File: src/rtl/phrase_sequencer.sv
// phrase_sequencer
//   Queues phrase requests and expands each phrase ID into its list of
//   phoneme codes. Codes go to the speech block one at a time over
//   data/write. After each code the sequencer waits for busy to rise and
//   then fall. If busy never rises, it moves on after a timeout.
//
// Ports
//   clk          system clock, rising edge
//   rst          synchronous active-high reset
//   req_phrase   phrase ID to speak
//   req_valid    request strobe, taken when req_valid & req_ready
//   req_ready    queue not full (registered)
//   busy         busy from the speech block
//   data         phoneme code to the speech block
//   write        one-cycle load strobe for data
//   phrase_busy  high from the pop of a phrase until its done pulse
//   done         one-cycle pulse after the last phoneme of a phrase
//
// State table
//   S_IDLE    | wait for a queued request, pop it, latch start pointer
//   S_LOAD    | present ptr to the entry ROM
//   S_FETCH   | ROM output valid, capture {last, code}
//   S_ISSUE   | pulse write, clear the timeout counter
//   S_WAIT_HI | wait for busy to rise, or for the timeout
//   S_WAIT_LO | wait for busy to fall, then next entry or finish
//   S_FINISH  | pulse done, drop phrase_busy
module phrase_sequencer #(
    parameter int FIFO_DEPTH = 4,
    parameter int HI_TIMEOUT = 16
) (
    input  logic       clk,
    input  logic       rst,
    input  logic [4:0] req_phrase,
    input  logic       req_valid,
    output logic       req_ready,
    input  logic       busy,
    output logic [5:0] data,
    output logic       write,
    output logic       phrase_busy,
    output logic       done
);

    localparam int AW = $clog2(FIFO_DEPTH);
    localparam int CW = AW + 1;
    localparam int TW = $clog2(HI_TIMEOUT);

    typedef enum logic [2:0] {
        S_IDLE,
        S_LOAD,
        S_FETCH,
        S_ISSUE,
        S_WAIT_HI,
        S_WAIT_LO,
        S_FINISH
    } state_t;

    state_t state, state_next;

    logic [4:0]    fifo_mem [FIFO_DEPTH];
    logic [AW-1:0] wr_idx, rd_idx;
    logic [CW-1:0] count, count_next;
    logic          push, pop;

    logic [7:0]    ptr;
    logic [6:0]    rom_q;
    logic          last_r;
    logic [TW-1:0] tmo_cnt;
    logic          tmo_hit;

    // Start address of each phrase in the entry ROM. Every unused ID
    // points at one shared "silent" entry.
    function automatic logic [7:0] start_addr(input logic [4:0] id);
        case (id)
            5'd0:    start_addr = 8'h00;
            5'd1:    start_addr = 8'h04;
            default: start_addr = 8'h08;
        endcase
    endfunction

    // Entry ROM contents: {last, code[5:0]}.
    function automatic logic [6:0] rom_lookup(input logic [7:0] addr);
        case (addr)
            8'h00:   rom_lookup = 7'h2B;
            8'h01:   rom_lookup = 7'h3C;
            8'h02:   rom_lookup = 7'h35;
            8'h03:   rom_lookup = 7'h42;
            8'h04:   rom_lookup = 7'h2E;
            8'h05:   rom_lookup = 7'h0F;
            8'h06:   rom_lookup = 7'h0B;
            8'h07:   rom_lookup = 7'h42;
            8'h08:   rom_lookup = 7'h40;
            default: rom_lookup = 7'h40;
        endcase
    endfunction

    // Request queue
    assign push = req_valid & req_ready;
    assign pop  = (state == S_IDLE) && (count != '0);

    always_comb begin
        count_next = count;
        case ({push, pop})
            2'b10:   count_next = count + 1'b1;
            2'b01:   count_next = count - 1'b1;
            default: count_next = count;
        endcase
    end

    always_ff @(posedge clk) begin
        if (push) begin
            fifo_mem[wr_idx] <= req_phrase;
        end
    end

    always_ff @(posedge clk) begin
        if (rst) begin
            wr_idx    <= '0;
            rd_idx    <= '0;
            count     <= '0;
            req_ready <= 1'b1;
        end else begin
            if (push) begin
                wr_idx <= wr_idx + 1'b1;
            end
            if (pop) begin
                rd_idx <= rd_idx + 1'b1;
            end
            count     <= count_next;
            req_ready <= (count_next != CW'(FIFO_DEPTH));
        end
    end

    // The ROM is read every cycle from ptr. ptr is stable through LOAD, so
    // the registered word is valid in FETCH.
    always_ff @(posedge clk) begin
        rom_q <= rom_lookup(ptr);
    end

    assign tmo_hit = (tmo_cnt == TW'(HI_TIMEOUT - 1));

    // FSM
    always_ff @(posedge clk) begin
        if (rst) begin
            state <= S_IDLE;
        end else begin
            state <= state_next;
        end
    end

    always_comb begin
        state_next = state;
        write      = 1'b0;
        done       = 1'b0;
        case (state)
            S_IDLE: begin
                if (count != '0) begin
                    state_next = S_LOAD;
                end
            end
            S_LOAD:  state_next = S_FETCH;
            S_FETCH: state_next = S_ISSUE;
            S_ISSUE: begin
                write      = 1'b1;
                state_next = S_WAIT_HI;
            end
            S_WAIT_HI: begin
                if (busy || tmo_hit) begin
                    state_next = S_WAIT_LO;
                end
            end
            S_WAIT_LO: begin
                if (!busy) begin
                    state_next = last_r ? S_FINISH : S_LOAD;
                end
            end
            S_FINISH: begin
                done       = 1'b1;
                state_next = S_IDLE;
            end
            default: state_next = S_IDLE;
        endcase
    end

    // Datapath registers driven by the current state
    always_ff @(posedge clk) begin
        if (rst) begin
            ptr         <= '0;
            data        <= '0;
            last_r      <= 1'b0;
            tmo_cnt     <= '0;
            phrase_busy <= 1'b0;
        end else begin
            case (state)
                S_IDLE: begin
                    if (pop) begin
                        ptr         <= start_addr(fifo_mem[rd_idx]);
                        phrase_busy <= 1'b1;
                    end
                end
                S_FETCH: begin
                    data   <= rom_q[5:0];
                    last_r <= rom_q[6];
                end
                S_ISSUE: tmo_cnt <= '0;
                S_WAIT_HI: begin
                    if (!busy && !tmo_hit) begin
                        tmo_cnt <= tmo_cnt + 1'b1;
                    end
                end
                S_WAIT_LO: begin
                    if (!busy && !last_r) begin
                        ptr <= ptr + 1'b1;
                    end
                end
                S_FINISH: phrase_busy <= 1'b0;
                default: ;
            endcase
        end
    end

endmodule
File: config.mk
export PLATFORM = sky130hd
export DESIGN_NAME = phrase_sequencer
export DESIGN_NICKNAME = d
export VERILOG_FILES = /design/src/rtl/phrase_sequencer.sv
export SDC_FILE = /design/constraint.sdc
export NUM_CORES = 1
export LEC_CHECK = 0
export ABC_AREA = 1
export BUFFER_PORTS_ARGS = -buffer_cell sky130_fd_sc_hd__buf_2
export CAP_MARGIN = 20
export CELL_PAD_IN_SITES_DETAIL_PLACEMENT = 2
export CELL_PAD_IN_SITES_GLOBAL_PLACEMENT = 2
export CORE_UTILIZATION = 36
export DETAILED_ROUTE_END_ITERATION = 8
export MAX_ROUTING_LAYER = met4
export PLACE_DENSITY_LB_ADDON = 0.1
export RECOVER_POWER = 100
export REMOVE_ABC_BUFFERS = 1
export SKIP_LAST_GASP = 1
export SLEW_MARGIN = 5
export SYNTH_ARGS = -nofsm -noshare
export SYNTH_HDL_FRONTEND = slang
export SYNTH_SLANG_ARGS = --single-unit
File: constraint.sdc
create_clock -name clk -period 2.6 [get_ports clk]
set_clock_uncertainty 0.1 [all_clocks]
set_input_delay 0.52 -clock clk [delete_from_list [all_inputs] [get_ports clk]]
set_output_delay 0.52 -clock clk [all_outputs]
set_load 0.03 [all_outputs]
==> summary.txt <==
Run status
  – Status: finished clean

Critical path
  – Critical-path maximum fanout: 9
  – Crit-path slowest cell: dfxtp_1
  – Crit Path Category: flip-flop to flip-flop
  – Startpoint type of the worst setup path: flip-flop
  – Worst path max stage delay: 0.41 ns
  – Data required, critical path: 2.72 ns
  – CP arrival: 2.43 ns
  – Crit path cell chain: inv_2 -> nand2_4 -> nor2_4 -> ha_1 -> inv_1 -> fa_1 -> o21ai_1 -> o21ai_0 -> a21oi_1 -> nand3_1
  – Worst setup EP type: flip-flop

Clocking
  – Num CTS Buffers: 9
  – Root buffer cell: clkbuf_8
  – Clock sinks: 60
  – CTS Hold Bufs: 0
  – Worst skew pair latency: 0.34 ns
  – Clock buffer depth: 2
  – CTS tree: built
  – CTS resizes: 0
  – Reg clk slew, reported paths: 0.07 ns
  – Postcts setup bufs: 0
  – H-tree Lvls: 3

Logic synthesis
  – Top cells by area, synth: dfxtp_1 (30%), edfxtp_1 (23%), nor2_1 (8.4%)
  – XOR/XNOR Fraction of Synth Area: 0.991%
  – Synth Area in Compound Gates: 9.63%
  – FF+latch count, synth: 60
  – Yosys warnings: 0
  – Fraction of the mapped netlist area in adder cells: 5.95%
  – Top cells by count, synth: nor2_1 (59), dfxtp_1 (40), nand2_1 (36)
  – Mapped Area: 2650 sq um
  – Number of synthesized flops with an enable pin: 20
  – Sequential fraction of the synthesis area: 52.9%
  – Largest family of logic cells by synthesized area: simple AND/OR/NAND/NOR gates
  – Leading area contributor after synthesis: dfxtp_1
  – Synth cell types: 32
  – Top FF cell, synth: dfxtp_1
  – FFs w/ async S/R, synth: 0%
  – Yosys top cell area share: 30.2%
  – Mapped Avg Cell Area: 8.87 sq um
  – Multiplexer share of the synthesized area: 0%
  – Simple-gate share of the synthesized area: 24.2%
  – Mapped Cells: 299
  – Most common cell in the netlist: nor2_1

GRT
  – First-pass GRT wire length: 11200 microns
  – GRT overflow: 0
  – Pin count of the biggest net entering global routing: 13
  – Number of global-route vias before repair: 2271
  – GRT Total Usage: 20.5%
  – Antenna violations before repair: 0

Routing
  – DRC errors left: 0
  – Starting DRT DRC Count: 72
  – Drt wl/cell: 16.0 microns
  – Vias: 2072
  – Drt pass-1 iters: 4
  – Final WL: 6830 microns
  – Routed vias/inst: 4.86
  – Final ANT Viol Nets: 0

Floorplanning
  – Core area: 6940 sq um
  – Die Height: 87.8 microns
  – Die area: 7710 sq um
  – Boundary Pins: 19
  – Cell Rows: 30
  – Die X-Extent: 87.8 microns
  – Starting density of the core: 38.2%

STA
  – Hold Slack: 0.361 ns
  – Final period util: 89.0%
  – Final setup viols: 0
  – RSZ-0062 raised after global routing: false
  – Setup_tns: 0 ns
  – Count of final hold-check violations: 0
  – Worst-Margin Slew: 0.818 ns
  – FMAX: 432 MHz
  – Number of max-slew violations in the final report: 0
  – Worst setup margin: 0.287 ns
  – Relative slew slack: 45.0%
  – Period minus WS final: 2.31 ns

Layout
  – Ant. Diodes: 0
  – P&R area growth vs syn: 12.4%
  – Layout cells sized above 1: 9.39%
  – Layout fillers: 799
  – Final nets: 346
  – Non-filler cells in the finished layout: 426

Placement
  – Placed Cells: 410
  – DP HPWL: 5090 microns
  – Dpl ws: 0.224 ns
  – RePlAce Congestion: 0.716
  – Port Buffer Count: 18

Flow run
  – Max cap viols: 0

Pwr
  – Final Power: 0.00328 W
  – Power Dens Cells: 1100 nW/um^2
  – Worst VDD drop: 0.426 mV
  – Leakage: 1.23 nW

Min path
  – HP Class: flip-flop to flip-flop
## where the power goes
part	leakage (nW)	internal, W	switching (W)
clock	0.0923	0.000447	0.000405
combinational	0.624	0.000332	0.000807
sequential	0.511	0.00117	0.000122
total	1.23	0.00195	0.00133
## cell type report
class / count / area [sq um] / share of cell area [%]
multi-input cells: 197 / 1030 / 34.7
repair buffers: 20 / 86.3 / 2.90
inverters: 37 / 139 / 4.66
clock inverters: 7 / 75.1 / 2.52
flip-flops and latches: 60 / 1400 / 47.0
clock buffers: 9 / 124 / 4.16
well taps: 96 / 120 / 4.03
## per-layer routing
layer	GRT usage, %	wire, microns	vias up
met2	35.2	3350	20
met3	4.81	168	8
met1	23.7	3240	1018
li1	-	-	1026
met5	-	0	-
met4	6.26	74	0
## layout by cell type (no fill, tap or decap), types with 9 or more instances in the layout
| cell | Yosys | layout |
|---|---|---|
| nor2_1 | 59 | 60 |
| dfxtp_1 | 40 | 40 |
| nand2_1 | 36 | 39 |
| inv_1 | 32 | 34 |
| a21oi_1 | 25 | 25 |
| edfxtp_1 | 20 | 20 |
| o21ai_0 | 18 | 19 |
| clkbuf_1 | 2 | 15 |
| nand3_1 | 13 | 14 |
| ha_1 | 11 | 11 |
| clkbuf_8 | 0 | 9 |
## state kept, by name, indices dropped and copies added (netlist names), 2 cells and up, named ones only
register	flops
rom_q	7
wr_idx	2
fifo_mem	20
state	3
data	6
rd_idx	2
count	3
ptr	8
tmo_cnt	4
## per-stage QoR
step / cell area, sq um / utilization [%]
2_1_floorplan: 2620 / -
3_3_place_gp: 2850 / 41.0
3_5_place_dp: 2850 / 41.0
4_1_cts: 3040 / 43.8
5_1_grt: 2980 / 42.9
6_report: 2980 / 42.9
## critical path, delay by kind of cell, from the launching register on
kind / cells / cell delay (ns)
AOI/OAI and AO/OA: 3 / 0.54
and+or+nand+nor: 3 / 0.36
buffers and inverters: 2 / 0.21
DFF: 1 / 0.41
adders and majority gates: 2 / 0.57
## kinds of logic after synthesis
logic type | after synthesis
compound gates | 49
fa+ha+maj | 12
flops | 60
buf+inv | 42
xor+xnor | 3
simple gates | 133
## worst paths after layout
path                 start   endpoint  slack (ns)  cells after the start
setup / recovery  state[2]  req_ready        0.29                     10
hold / removal    rom_q[3]    data[3]        0.36                      2
setup reg to reg  state[2]  req_ready        0.29                     10
hold reg to reg   rom_q[3]    data[3]        0.36                      2
Note: power is estimated with default switching activity, not from simulation.
